===== src/rtl/alu_seq.sv =====
// alu_seq: sequential ALU between the B-bus mux and the C-bus write-back.
// Single-cycle ops finish in one clock. SHR and MUL iterate under a
// START/BUSY/DONE handshake. Optional restoring divider on opcode 111 is
// enabled by the macro ALU_DIV_EN; without it, 111 is a NOP.
module alu_seq #(
  parameter int WIDTH = 19,
  parameter int SH_W  = 5
) (
  input  logic             clk,
  input  logic             reset_n,
  input  logic [WIDTH-1:0] A_BUS,
  input  logic [WIDTH-1:0] B_BUS,
  input  logic [2:0]       ALU_OP,
  input  logic             START,
  output logic [WIDTH-1:0] C_BUS,
  output logic             Z,
  output logic             BUSY,
  output logic             DONE
);

  localparam int CNT_W = $clog2(WIDTH + 2);
  localparam logic [CNT_W-1:0] CNT_ONE  = CNT_W'(1);
  localparam logic [CNT_W-1:0] CNT_FULL = CNT_W'(WIDTH);

`ifdef ALU_DIV_EN
  localparam logic [CNT_W-1:0] CNT_DIV = CNT_W'(WIDTH + 1);
  typedef enum logic [2:0] {S_IDLE, S_SHIFT, S_MUL, S_FIN, S_DIV} state_t;
`else
  typedef enum logic [1:0] {S_IDLE, S_SHIFT, S_MUL, S_FIN} state_t;
`endif

  state_t           r_state, w_state_next;
  logic [CNT_W-1:0] r_cnt,   w_cnt_next;
  logic [WIDTH-1:0] r_work,  w_work_next;  // shift value / multiplicand / dividend->quotient
  logic [WIDTH-1:0] r_acc,   w_acc_next;   // product / partial remainder
  logic [WIDTH-1:0] r_opb,   w_opb_next;   // multiplier / divisor
  logic [WIDTH-1:0] r_c,     w_c_next;
  logic             r_z;
  logic             r_done,  w_done_next;
  logic [WIDTH-1:0] w_prod;
  logic [SH_W-1:0]  w_amt;

  assign w_amt  = B_BUS[SH_W-1:0];
  assign w_prod = r_acc + (r_opb[0] ? r_work : '0);

`ifdef ALU_DIV_EN
  // One restoring step: shift the next dividend bit into the remainder and
  // subtract the divisor; the top bit of the difference is the borrow.
  logic [WIDTH:0] w_rem_sh, w_rem_sub;
  assign w_rem_sh  = {r_acc, r_work[WIDTH-1]};
  assign w_rem_sub = w_rem_sh - {1'b0, r_opb};
  assign BUSY = (r_state == S_SHIFT) || (r_state == S_MUL) || (r_state == S_DIV);
`else
  assign BUSY = (r_state == S_SHIFT) || (r_state == S_MUL);
`endif

  assign C_BUS = r_c;
  assign Z     = r_z;
  assign DONE  = r_done;

  // Next-state and datapath decode; results land in C_BUS on the edge that enters FIN.
  always_comb begin
    w_state_next = r_state;
    w_cnt_next   = r_cnt;
    w_work_next  = r_work;
    w_acc_next   = r_acc;
    w_opb_next   = r_opb;
    w_c_next     = r_c;
    w_done_next  = 1'b0;
    case (r_state)
      S_IDLE: begin
        if (START) begin
          case (ALU_OP)
            3'b000: begin w_c_next = B_BUS;          w_done_next = 1'b1; end
            3'b001: begin w_c_next = A_BUS + B_BUS;  w_done_next = 1'b1; end
            3'b010: begin w_c_next = A_BUS - B_BUS;  w_done_next = 1'b1; end
            3'b011: begin w_c_next = A_BUS + 1'b1;   w_done_next = 1'b1; end
            3'b100: begin
              if (w_amt == '0) begin
                w_c_next    = A_BUS;
                w_done_next = 1'b1;
              end else begin
                w_state_next = S_SHIFT;
                w_work_next  = A_BUS;
                // Amounts past the width all yield zero, so cap the dwell.
                w_cnt_next   = (32'(w_amt) >= WIDTH) ? CNT_FULL : CNT_W'(w_amt);
              end
            end
            3'b101: begin
              w_state_next = S_MUL;
              w_cnt_next   = CNT_FULL;
              w_acc_next   = '0;
              w_work_next  = A_BUS;
              w_opb_next   = B_BUS;
            end
            3'b110: begin w_c_next = '0; w_done_next = 1'b1; end
            default: begin
`ifdef ALU_DIV_EN
              if (B_BUS == '0) begin
                w_c_next    = '1;
                w_done_next = 1'b1;
              end else begin
                w_state_next = S_DIV;
                w_cnt_next   = CNT_DIV;
                w_acc_next   = '0;
                w_work_next  = A_BUS;
                w_opb_next   = B_BUS;
              end
`else
              w_done_next = 1'b1;  // NOP: result untouched, still acknowledged
`endif
            end
          endcase
        end
      end
      S_SHIFT: begin
        w_work_next = r_work >> 1;
        w_cnt_next  = r_cnt - CNT_ONE;
        if (r_cnt == CNT_ONE) begin
          w_state_next = S_FIN;
          w_c_next     = r_work >> 1;
          w_done_next  = 1'b1;
        end
      end
      S_MUL: begin
        w_acc_next  = w_prod;
        w_work_next = r_work << 1;
        w_opb_next  = r_opb >> 1;
        w_cnt_next  = r_cnt - CNT_ONE;
        // Leave as soon as no multiplier bits remain.
        if ((r_cnt == CNT_ONE) || ((r_opb >> 1) == '0)) begin
          w_state_next = S_FIN;
          w_c_next     = w_prod;
          w_done_next  = 1'b1;
        end
      end
`ifdef ALU_DIV_EN
      S_DIV: begin
        w_cnt_next = r_cnt - CNT_ONE;
        if (r_cnt == CNT_ONE) begin
          w_state_next = S_FIN;
          w_c_next     = r_work;
          w_done_next  = 1'b1;
        end else begin
          w_acc_next  = w_rem_sub[WIDTH] ? w_rem_sh[WIDTH-1:0] : w_rem_sub[WIDTH-1:0];
          w_work_next = {r_work[WIDTH-2:0], ~w_rem_sub[WIDTH]};
        end
      end
`endif
      S_FIN:   w_state_next = S_IDLE;  // START here is deliberately dropped
      default: w_state_next = S_IDLE;
    endcase
  end

  // State and datapath registers; reset aborts any op in flight.
  always_ff @(posedge clk) begin
    if (!reset_n) begin
      r_state <= S_IDLE;
      r_cnt   <= '0;
      r_work  <= '0;
      r_acc   <= '0;
      r_opb   <= '0;
      r_c     <= '0;
      r_z     <= 1'b1;
      r_done  <= 1'b0;
    end else begin
      r_state <= w_state_next;
      r_cnt   <= w_cnt_next;
      r_work  <= w_work_next;
      r_acc   <= w_acc_next;
      r_opb   <= w_opb_next;
      r_c     <= w_c_next;
      r_done  <= w_done_next;
      if (w_done_next) r_z <= (w_c_next == '0);
    end
  end

endmodule


===== config.mk =====
export PLATFORM = sky130hd
export DESIGN_NAME = alu_seq
export DESIGN_NICKNAME = d
export VERILOG_FILES = /design/src/rtl/alu_seq.sv
export SDC_FILE = /design/constraint.sdc
export NUM_CORES = 1
export LEC_CHECK = 0
export ABC_AREA = 1
export BUFFER_PORTS_ARGS = -buffer_cell sky130_fd_sc_hd__buf_2
export CAP_MARGIN = 20
export CORE_UTILIZATION = 50
export DETAILED_ROUTE_END_ITERATION = 10
export GPL_TIMING_DRIVEN = 0
export PLACE_DENSITY = 0.79
export SYNTH_ARGS = -nofsm -noshare
export SYNTH_HDL_FRONTEND = slang
export SYNTH_SLANG_ARGS = --single-unit

===== constraint.sdc =====
create_clock -name clk -period 2.5 [get_ports clk]
set_input_delay 0.125 -clock clk [delete_from_list [all_inputs] [get_ports clk]]
set_output_delay 0.125 -clock clk [all_outputs]
set_load 0.01 [all_outputs]

==> impl_results.md <==
- Result of the run: finished, violations left
- Violated checks: negative setup slack
- Min cycle time layout: 2.84 ns
- Vias in the first global route: just under 9000
- Routed via count: 9576
- Critical path buffer and inverter count: 3
- Critical path required time: ~2.8 ns
- Post-route total power: approximately 7.1 mW
- Mean routed wirelength per cell: around 17 um
- Crit-path leading delay family: simple AND/OR/NAND/NOR gates
- Final Max Slew Viols: 0
- Master of the slowest instance on the critical path: ha_1
- Fmax: 0.353 GHz
- Cell repeated most along the worst path: nand2_1
- Max clock buf depth: 2
- Number of antenna violations at the first check in global routing: 0
- DIE HEIGHT: about 130 um
- Number of top-level pins: 66
- Global placement routability congestion: just under 1
- DRC viols: 0
- Crit Path Class: in -> reg
- Starting DRT DRC Count: 875
- Horizontal die dimension: roughly 130 um
- Yosys warnings: 0
- Post-synthesis instance area: approximately 7900 um2
- Source-to-sink clock delay at the later pin of the worst-skew pair: between 0.3 and 0.4 ns
- Highest net fanout along the worst path: 5
- Gr usage total: 0.352
- Reg-to-reg setup timing slack: -0.31 ns
- Number of instances in the synthesized netlist: roughly 1400
- Area growth from synthesis to final layout: 25.0%
- Congestion Overflow GR: 0
- Total inserted antenna cells: 0
- Clock root buffer: clkbuf_16
- Max H-tree Level: 3
- Flops & latches, synth: 85
- Top-area cell type share of the netlist area: 0.216
- Initial standard-cell utilization of the core: 0.515
- Most frequent standard cell in the layout excluding fill and tap cells: nand2_1
- Number of sinks handled by clock tree synthesis: 85
- Least setup slack across all paths after layout: -0.336 ns
- Endpoint kind of the worst setup timing path: register
- Num rows: between 40 and 50
- Reg2reg start: r_opb[0]
- Startpoint of the lowest-slack hold path: B_BUS[7]
- Number of cells traversed by the worst register-to-register path: 21
- Fraction of the yosys area taken by sequential cells: 0.216
- Crit path DAT: about 3.1 ns
- RSZ-0062 raised after global routing: yes
- Clock Skew: 0.00901 ns
- Total iterations of the first detailed-routing run: 6
- Power density normalized to cell area: 717 nW/um2
- Layout cells sized above 1: 0.224
- Cell depth of the worst hold path: 3
- Clock tree from TritonCTS: done
- Number of hold violations in the final report: 0
- Vias per std cell: between 5 and 6
- Final Routed Wirelength: roughly 29000 um
- Number of library cell types mapped by synthesis: 49
- Class of the tightest hold or removal check: in -> reg
- Final HPWL from detailed placement: 22400 um
- First-pass GRT wire length: 44700 um
- Reg2reg end: Z
- Clock-pin slew of the registers on the worst-case setup and hold paths: ~0.07 ns
- Full die area: 16300 um2
- Final antenna-violating net count: 0
- Hold worst-path end: r_opb[7]
- Fill cell instance count of the final layout: 1433
- # setup viols final: 7
- Static power due to leakage: approximately 4.8 nW
- Maximum number of pins on one net before global-route repair: 15
- Number of nets produced by synthesis: approximately 1500
- Slowest Stage Delay on Critical Path: around 0.40 ns
- Mapped Avg Cell Area: just under 6 um2
- Tightest hold margin: ~0.086 ns
- Cell Count, Final, Fillers Out: 1687
- Final setup TNS: -1.50 ns
- Number of nets at the end of the flow: between 1500 and 2000
- Num CTS Buffers: 9
- Ratio of final minimum period to clock period: 1.13
- Max-cap check violation count: 0
- Count of port buffers added during placement: 65
- Rel. slew slack: 0.539
- Cell total after placement: between 1500 and 2000
- Highest-count cells in the layout ignoring fill and taps: nand2_1, inv_1, nor2_1
- Maximum vdd drop: just over 0.0004 V
- Measured slew at the worst slew-check pin: approximately 0.69 ns
- Top post-synthesis cells by area: dfxtp_1, nand2_1, a21oi_1
- Core footprint: 15300 um2
- Yosys top cell by area: dfxtp_1
- Type of origin of the critical path: input pin
[per-stage QoR]
step           worst slack [ns]  instance area, um2   util
6_report                 -0.336                9870  0.644
3_3_place_gp              -1.06                8510  0.555
3_5_place_dp              -1.09                8510  0.555
2_1_floorplan            -0.146                7920      -
5_1_grt                  -0.564                9870  0.644
4_1_cts                  -0.429                9220  0.602
[registers in the layout, indices dropped and copies added (netlist names)]
name and cells:
r_state 2, Z 1, C_BUS 19, r_work 19, DONE 1, r_opb 19, r_cnt 5, r_acc 19
[cell usage after synthesis, drive strengths merged]
master and count:
a21oi 135, ha 49, o31ai 1, clkinv 2
nand3 92, dfxtp 85, fa 2, o21bai 3
and3 2, nor4 3, nand4 10, o211ai 1
a221oi 4, a21o 3, and2 3, xnor2 1
nand3b 9, o21ai 79, nand2b 1, nor2 145
o22ai 3, clkbuf 31, xor2 8, buf 11
nand2 432, a211oi 2, o221ai 14, nor3 17
a22oi 14, inv 172, or2 4, o32ai 1
a31oi 21
[power breakdown]
part | internal [mW] | total [mW] | switching [mW]
logic | 1.21 | 3.62 | 2.42
registers | 1.71 | 2.05 | 0.336
clock network | 0.805 | 1.40 | 0.595
total | 3.72 | 7.07 | 3.35
[layer usage]
metal	global-route usage	wire length [um]	vias to the layer above
met1	0.435	11800	4339
met3	0.0436	2270	101
met4	0.182	1350	0
met5	0	0	-
li1	-	-	4684
met2	0.602	13800	452
[cell families after synthesis]
| kind of cell | share of synthesized area |
|---|---|
| flops | 0.216 |
| buf+inv | 0.105 |
| compound gates | 0.201 |
| xor+xnor | 0.00999 |
| simple gates | 0.386 |
| fa+ha+maj | 0.0828 |
[tightest hold or removal path: stages]
cell and delay (ns):
buf_2 0.13, nand2_1 0.06, a31oi_1 0.07
[cell type report]
cell class | instances | area [um2] | area share
clock inverters | 5 | 60.1 | 0.00609
well taps | 211 | 264 | 0.0268
repair buffers | 101 | 647 | 0.0656
multi-input cells | 1059 | 6070 | 0.615
inverters | 174 | 681 | 0.0690
flip-flops and latches | 85 | 1710 | 0.173
plain buffers | 41 | 195 | 0.0198
clock buffers | 11 | 243 | 0.0246
[what timing repair did]
item,CTS,global route
setup endpoints to repair,34,41
gates resized for setup,66,161
pin swaps,41,68
setup buffers,25,13
hold buffers,0,0
[how the worst max path moves through the flow]
stage	start	end	slack, ns	cells past startpoint
after floorplan	B_BUS[0]	Z	-0.15	26
after global placement	ALU_OP[2]	Z	-1.06	23
after detailed placement	B_BUS[0]	Z	-1.09	27
after CTS	B_BUS[2]	Z	-0.43	26
after global routing	B_BUS[2]	Z	-0.56	27
final	B_BUS[2]	Z	-0.34	27
(Power assumes the default switching activity.)
